--- config.mk ---
export PLATFORM = sky130hd
export DESIGN_NAME = instr_fetch_mem
export DESIGN_NICKNAME = d
export VERILOG_FILES = /design/src/rtl/imem_pkg.sv /design/src/rtl/imem_skid_buf.sv /design/src/rtl/instr_fetch_mem.sv
export SDC_FILE = /design/constraint.sdc
export NUM_CORES = 2
export LEC_CHECK = 0
export ABC_AREA = 0
export CORE_MARGIN = 1
export CORE_UTILIZATION = 40
export CTS_BUF_LIST = sky130_fd_sc_hd__clkbuf_8
export CTS_CLUSTER_DIAMETER = 100
export DETAILED_ROUTE_END_ITERATION = 10
export PLACE_DENSITY = 0.66
export SYNTH_ARGS = -nofsm -noshare
export SYNTH_HDL_FRONTEND = slang
export SYNTH_SLANG_ARGS = --single-unit
--- constraint.sdc ---
create_clock -name clk -period 6.1 [get_ports clk]
set_clock_uncertainty 0.15 [all_clocks]
set_input_delay 1.22 -clock clk [delete_from_list [all_inputs] [get_ports clk]]
set_output_delay 1.22 -clock clk [all_outputs]
set_load 0.05 [all_outputs]
--- src/rtl/imem_pkg.sv ---
// Shared constants and response-entry type for the instruction fetch memory.
// Build option: IMEM_ALIGN_CHECK_EN adds a misalign flag to each response.
package imem_pkg;

    localparam int IMEM_DATA_W = 32;
    localparam int IMEM_ADDR_W = 8;

    localparam logic [IMEM_DATA_W-1:0] NOP = '0;

    typedef struct packed {
`ifdef IMEM_ALIGN_CHECK_EN
        logic                   misalign;
`endif
        logic [IMEM_ADDR_W-1:0] addr;
        logic [IMEM_DATA_W-1:0] instr;
    } rsp_t;

endpackage

--- src/rtl/imem_skid_buf.sv ---
// Two-entry response queue: output register plus one skid entry.
// Accepts a push whenever the skid entry is free.
module imem_skid_buf
    import imem_pkg::*;
(
    input  logic clk,
    input  logic reset_n,
    input  logic flush,
    input  logic push,
    input  rsp_t push_data,
    output logic push_ready,
    output logic out_valid,
    input  logic out_ready,
    output rsp_t out_data
);

    logic skid_valid;
    rsp_t skid_data;
    logic pop;

    assign push_ready = !skid_valid;
    assign pop        = out_valid && out_ready;

    always_ff @(posedge clk or negedge reset_n) begin
        if (!reset_n) begin
            out_valid  <= 1'b0;
            out_data   <= '0;
            skid_valid <= 1'b0;
            skid_data  <= '0;
        end else if (flush) begin
            out_valid  <= 1'b0;
            skid_valid <= 1'b0;
        end else if (!out_valid || pop) begin
            // Output slot frees up: skid entry has priority over new data.
            if (skid_valid) begin
                out_data   <= skid_data;
                out_valid  <= 1'b1;
                skid_valid <= push;
                if (push) begin
                    skid_data <= push_data;
                end
            end else if (push) begin
                out_data  <= push_data;
                out_valid <= 1'b1;
            end else begin
                out_valid <= 1'b0;
            end
        end else if (push) begin
            skid_data  <= push_data;
            skid_valid <= 1'b1;
        end
    end

endmodule

--- src/rtl/instr_fetch_mem.sv ---
// Instruction memory with 1-cycle registered fetch and skid-buffered responses.
// Build option: IMEM_ALIGN_CHECK_EN enables misaligned fetch/load handling.
module instr_fetch_mem
    import imem_pkg::*;
#(
    parameter int DATA_W = IMEM_DATA_W,
    parameter int ADDR_W = IMEM_ADDR_W
) (
    input  logic              clk,
    input  logic              reset_n,
    input  logic              req_valid,
    output logic              req_ready,
    input  logic [ADDR_W-1:0] req_addr,
    input  logic              flush,
    output logic              rsp_valid,
    input  logic              rsp_ready,
    output logic [DATA_W-1:0] rsp_instr,
    output logic [ADDR_W-1:0] rsp_addr,
`ifdef IMEM_ALIGN_CHECK_EN
    output logic              rsp_misalign,
`endif
    input  logic              load_en,
    input  logic [ADDR_W-1:0] load_addr,
    input  logic [DATA_W-1:0] load_data
);

    localparam int DEPTH = 2 ** (ADDR_W - 2);

    logic [DATA_W-1:0] mem [DEPTH];

    logic        buf_ready;
    logic        push;
    logic        load_ok;
    logic [DATA_W-1:0] rd_word;
    rsp_t        push_data;
    rsp_t        out_data;

    assign rd_word   = mem[req_addr[ADDR_W-1:2]];
    assign req_ready = buf_ready && !flush;
    assign push      = req_valid && req_ready;

`ifdef IMEM_ALIGN_CHECK_EN
    assign load_ok = (load_addr[1:0] == 2'b00);

    always_comb begin
        push_data          = '0;
        push_data.misalign = (req_addr[1:0] != 2'b00);
        push_data.addr     = req_addr;
        push_data.instr    = push_data.misalign ? NOP : rd_word;
    end

    assign rsp_misalign = out_data.misalign;
`else
    logic unused_lo;

    assign load_ok   = 1'b1;
    assign unused_lo = ^load_addr[1:0];

    always_comb begin
        push_data       = '0;
        push_data.addr  = req_addr;
        push_data.instr = rd_word;
    end
`endif

    // Storage is deliberately not reset; a fetch sees pre-write data.
    always_ff @(posedge clk) begin
        if (load_en && load_ok) begin
            mem[load_addr[ADDR_W-1:2]] <= load_data;
        end
    end

    imem_skid_buf u_skid (
        .clk        (clk),
        .reset_n    (reset_n),
        .flush      (flush),
        .push       (push),
        .push_data  (push_data),
        .push_ready (buf_ready),
        .out_valid  (rsp_valid),
        .out_ready  (rsp_ready),
        .out_data   (out_data)
    );

    assign rsp_instr = out_data.instr;
    assign rsp_addr  = out_data.addr;

endmodule

==> impl_metrics.prom <==
# TYPE chip_impl_metric gauge
chip_impl_info{name="status",value="complete, no violations"} 1
chip_impl_metric{name="final_net_count",unit=""} 4117
chip_impl_metric{name="share_of_synthesized_area_occupied_by_flip_flops_and_latches",unit="%"} 78.4
chip_impl_metric{name="drt.antenna.violating_nets",unit=""} 0
chip_impl_metric{name="synthesis.instances",unit=""} 3683
chip_impl_metric{name="share_of_layout_cells_above_drive_strength_1",unit="%"} 27.8
chip_impl_metric{name="synth_edf_count",unit=""} 2048
chip_impl_metric{name="cp_data_arrival_time",unit="ps"} 2830
chip_impl_metric{name="timing.final.hold_violations",unit=""} 0
chip_impl_metric{name="htreeDepth",unit=""} 5
chip_impl_metric{name="initialDrtViolationCount",unit=""} 4097
chip_impl_info{name="master_cell_of_the_clock_root_buffer",value="sky130_fd_sc_hd__clkbuf_8"} 1
chip_impl_metric{name="r2r_slack",unit="ps"} 2930
chip_impl_metric{name="vdd.ir_drop.worst",unit="V"} 0.000203
chip_impl_metric{name="synth_largest_type_area_fraction",unit="%"} 75.9
chip_impl_info{name="crit_path_start_kind",value="primary input"} 1
chip_impl_metric{name="die_h",unit="um"} 452
chip_impl_metric{name="cts-buffers-inserted",unit=""} 339
chip_impl_metric{name="netSwitchingPower",unit="W"} 0.00664
chip_impl_metric{name="worstSkewPairLatency",unit="ps"} 1050
chip_impl_metric{name="post_layout_nonfiller_instances",unit=""} 6965
chip_impl_info{name="crit-reg2reg-capture",value="u_skid.out_data[2]$_DFFE_PN0P_"} 1
chip_impl_metric{name="first_pass_grt_wire_length",unit="um"} 285000
chip_impl_metric{name="via_count_of_the_first_global_routing_pass",unit=""} 40800
chip_impl_metric{name="globalRouteTotalUtil",unit="%"} 19.3
chip_impl_metric{name="synth_warn",unit=""} 0
chip_impl_metric{name="r2r.worst_path.cells",unit=""} 6
chip_impl_metric{name="p_int",unit="W"} 0.0226
chip_impl_metric{name="dpl.hpwl",unit="um"} 117000
chip_impl_metric{name="worst-slew-pin-transition",unit="ps"} 1280
chip_impl_metric{name="route.final.wire_length",unit="um"} 198000
chip_impl_metric{name="cellPowerDensity",unit="mW/mm2"} 318
chip_impl_info{name="critical_path_class",value="primary input to output port"} 1
chip_impl_metric{name="ys_seq_elements",unit=""} 2130
chip_impl_info{name="synth.largest_area_cell",value="sky130_fd_sc_hd__edfxtp_1"} 1
chip_impl_metric{name="sequentialPowerShare",unit="%"} 55.9
chip_impl_info{name="critical_path.reg2reg.startpoint",value="mem[22][2]$_DFFE_PP_"} 1
chip_impl_info{name="crit_path_start",value="flush"} 1
chip_impl_metric{name="syn2layout_area_growth",unit="%"} 13.6
chip_impl_metric{name="max_freq",unit="GHz"} 0.238
chip_impl_metric{name="initial_antenna_violation_count",unit=""} 21
chip_impl_metric{name="grt_overflow_total",unit=""} 0
chip_impl_metric{name="die_area",unit="mm2"} 0.204
chip_impl_metric{name="postCtsSetupBuffers",unit=""} 0
chip_impl_metric{name="die_x",unit="um"} 452
chip_impl_metric{name="placement.io_buffers",unit=""} 93
chip_impl_metric{name="post_cts_resized",unit=""} 0
chip_impl_metric{name="count_of_hold_fix_buffers_inserted_at_cts",unit=""} 1
chip_impl_metric{name="cap_viol_max_count",unit=""} 0
chip_impl_metric{name="wl_per_cell",unit="um"} 28.4
chip_impl_metric{name="maximum_number_of_pins_on_one_net_before_global_route_repair",unit=""} 70
chip_impl_info{name="hold-path-endpoint",value="u_skid.skid_data[9]$_DFFE_PN0P_"} 1
chip_impl_metric{name="final-max-slew-violation-count",unit=""} 0
chip_impl_metric{name="start_util",unit="%"} 40.4
chip_impl_metric{name="place.detailed.instances",unit=""} 6377
chip_impl_metric{name="slew_headroom",unit="%"} 15.0
chip_impl_info{name="synth-main-ff-cell",value="sky130_fd_sc_hd__edfxtp_1"} 1
chip_impl_info{name="worstHoldPathType",value="register to register"} 1
chip_impl_metric{name="nFillCells",unit=""} 16400
chip_impl_metric{name="synthArstFlopShare",unit="%"} 3.85
chip_impl_metric{name="fin_setup_tns",unit="ps"} 0
chip_impl_metric{name="final_min_period_over_clock_period",unit="%"} 68.8
chip_impl_metric{name="sw_share",unit="%"} 22.7
chip_impl_info{name="timing.hold.worst.start",value="u_skid.skid_data[9]$_DFFE_PN0P_"} 1
chip_impl_metric{name="viasPerCell",unit=""} 5.68
chip_impl_metric{name="firstDrtPassIters",unit=""} 5
chip_impl_metric{name="synth_cell_type_count",unit=""} 46
chip_impl_info{name="post_synth_main_area_contributors",value="sky130_fd_sc_hd__edfxtp_1 76%, sky130_fd_sc_hd__mux4_2 13%, sky130_fd_sc_hd__dfrtp_1 2.5%"} 1
chip_impl_info{name="timing.critical_path.to_type",value="output port"} 1
chip_impl_metric{name="cts.reportedPaths.clkPinSlew",unit="ps"} 60
chip_impl_metric{name="power.static_leakage",unit="nW"} 29.2
chip_impl_metric{name="hold_path_depth",unit=""} 2
chip_impl_metric{name="clock_path_buffers",unit=""} 4
chip_impl_metric{name="critical_path.max_fanout",unit=""} 5
chip_impl_metric{name="combinationalPowerShare",unit="%"} 6.2
chip_impl_metric{name="place_congestion",unit=""} 0.806
chip_impl_info{name="cts_tree",value="done"} 1
chip_impl_metric{name="area_occupied_by_multi_input_gates",unit="mm2"} 0.0169
chip_impl_metric{name="critical_path_required",unit="ps"} 4730
chip_impl_metric{name="area_used_by_sequential_logic_in_the_layout",unit="mm2"} 0.0636
chip_impl_metric{name="synth_nets",unit=""} 3737
chip_impl_metric{name="route.detailed.drc",unit=""} 0
chip_impl_metric{name="detailroute.via_count",unit=""} 39600
chip_impl_metric{name="tritoncts_num_sinks",unit=""} 2130
chip_impl_metric{name="synthesis.area",unit="mm2"} 0.0811
chip_impl_metric{name="power.share.clock",unit="%"} 37.9
chip_impl_metric{name="final-setup-viol-count",unit=""} 0
chip_impl_metric{name="finalCriticalPeriod",unit="ps"} 4200
chip_impl_metric{name="core-area",unit="mm2"} 0.200
chip_impl_metric{name="floorplan.io_pins",unit=""} 96
chip_impl_metric{name="syn-mean-instance-area",unit="um2"} 22.0
chip_impl_info{name="rsz_0062_raised_after_global_routing",value="false"} 1
chip_impl_metric{name="floorplan.rows",unit=""} 164
cell families (layout without fill, tap and decap cells):
family / count (synthesis) / after routing / share of synthesized area (%)
buffers and inverters: 222 / 839 / 1.44
other: 0 / 9 / 0
flip-flops: 2130 / 2130 / 78.4
multiplexers: 587 / 587 / 14.6
AO/OA/AOI/OAI: 503 / 503 / 3.96
AND/OR/NAND/NOR: 241 / 241 / 1.66
area by class of cell:
cell class	instances	area share [%]
Inverter	1	0.00408
Tap cell	2656	3.61
Timing Repair Buffer	260	2.46
Sequential cell	2130	69.0
Clock buffer	357	5.34
Clock inverter	221	1.19
Multi-Input combinational cell	1331	18.3
Antenna cell	9	0.0245
placed cells by master (no fill, tap or decap), types with 4 or more instances in the layout:
master,count
sky130_fd_sc_hd__nor3_1,5
sky130_fd_sc_hd__diode_2,9
sky130_fd_sc_hd__clkdlybuf4s50_1,56
sky130_fd_sc_hd__edfxtp_1,2048
sky130_fd_sc_hd__nor2_4,63
sky130_fd_sc_hd__clkbuf_8,357
sky130_fd_sc_hd__nand2_1,54
sky130_fd_sc_hd__nand3b_1,4
sky130_fd_sc_hd__o21ai_0,22
sky130_fd_sc_hd__buf_4,148
sky130_fd_sc_hd__mux4_2,473
sky130_fd_sc_hd__buf_2,34
sky130_fd_sc_hd__o21ai_1,59
sky130_fd_sc_hd__a21oi_1,148
sky130_fd_sc_hd__nor2b_1,8
sky130_fd_sc_hd__and3_1,31
sky130_fd_sc_hd__nor4_2,26
sky130_fd_sc_hd__nor2_1,9
sky130_fd_sc_hd__dfrtp_1,81
sky130_fd_sc_hd__o22ai_1,18
sky130_fd_sc_hd__a22oi_1,226
sky130_fd_sc_hd__inv_1,110
sky130_fd_sc_hd__buf_12,19
sky130_fd_sc_hd__nand3_1,9
sky130_fd_sc_hd__mux2_2,11
sky130_fd_sc_hd__a211oi_1,13
sky130_fd_sc_hd__clkinv_2,30
sky130_fd_sc_hd__mux2i_1,103
sky130_fd_sc_hd__nand2b_1,8
sky130_fd_sc_hd__bufinv_16,8
sky130_fd_sc_hd__clkinv_1,69
power groups by stage:
stage / Combinational, W / Clock [W] / Sequential [W]
after CTS: 0.00182 / 0.0113 / 0.0163
after floorplan: 0.000866 / 0 / 0.0168
after global routing: 0.00191 / 0.0119 / 0.0164
after detailed placement: 0.00181 / 0 / 0.0167
after global placement: 0.00178 / 0 / 0.0166
final: 0.00180 / 0.0111 / 0.0163
critical path: stages:
cell	delay [ps]
sky130_fd_sc_hd__clkdlybuf4s50_1	490
sky130_fd_sc_hd__nor2_1	260
sky130_fd_sc_hd__clkdlybuf4s50_1	860
sequential cells by signal (all words and copies together) (netlist names):
signal / flops
mem: 2048
u_skid.out_data: 40
u_skid.skid_data: 40
u_skid.out_valid: 1
u_skid.skid_valid: 1
worst max path at each step:
stage,endpoint,slack (ps),depth (start not counted)
2_1_floorplan,mem[48][0]$_DFFE_PP_,1390,4
3_3_place_gp,u_skid.out_data[2]$_DFFE_PN0P_,1200,8
3_5_place_dp,u_skid.out_data[2]$_DFFE_PN0P_,1190,8
4_1_cts,req_ready,1890,2
5_1_grt,req_ready,1870,3
6_report,req_ready,1900,3
Yosys cell counts (26+ instances only):
master / instances
sky130_fd_sc_hd__mux2i_1: 103
sky130_fd_sc_hd__a22oi_1: 226
sky130_fd_sc_hd__nor2_1: 72
sky130_fd_sc_hd__o21ai_1: 59
sky130_fd_sc_hd__nand2_1: 54
sky130_fd_sc_hd__a21oi_1: 148
sky130_fd_sc_hd__dfrtp_1: 82
sky130_fd_sc_hd__mux4_2: 473
sky130_fd_sc_hd__edfxtp_1: 2048
sky130_fd_sc_hd__buf_2: 39
sky130_fd_sc_hd__clkbuf_1: 125
sky130_fd_sc_hd__and3_1: 31
sky130_fd_sc_hd__nor4_2: 26
per-layer routing:
metal | wire length [um] | vias to the layer above | global-route usage [%] | share of wire (%)
met3 | 17700 | 335 | 5.15 | 9.0
met1 | 77000 | 21100 | 25.1 | 39
met2 | 96400 | 1717 | 31.3 | 49
met5 | 48 | - | 0 | 0.024
met4 | 6510 | 10 | 7.07 | 3.3
li1 | - | 16400 | - | -
metrics by stage:
step | hold WS (ps) | total power (W) | area, um2 | worst slack (ps) | utilization, %
6_report | 327 | 0.0292 | 92100 | 1900 | 45.9
5_1_grt | 343 | 0.0302 | 92000 | 1870 | 45.9
4_1_cts | 331 | 0.0295 | 92000 | 1890 | 45.9
3_5_place_dp | 319 | 0.0185 | 86000 | 1190 | 42.9
3_3_place_gp | 306 | 0.0184 | 86000 | 1200 | 42.9
2_1_floorplan | 292 | 0.0177 | 81100 | 1390 | -
No activity file was read; power rests on OpenSTA's default activity.
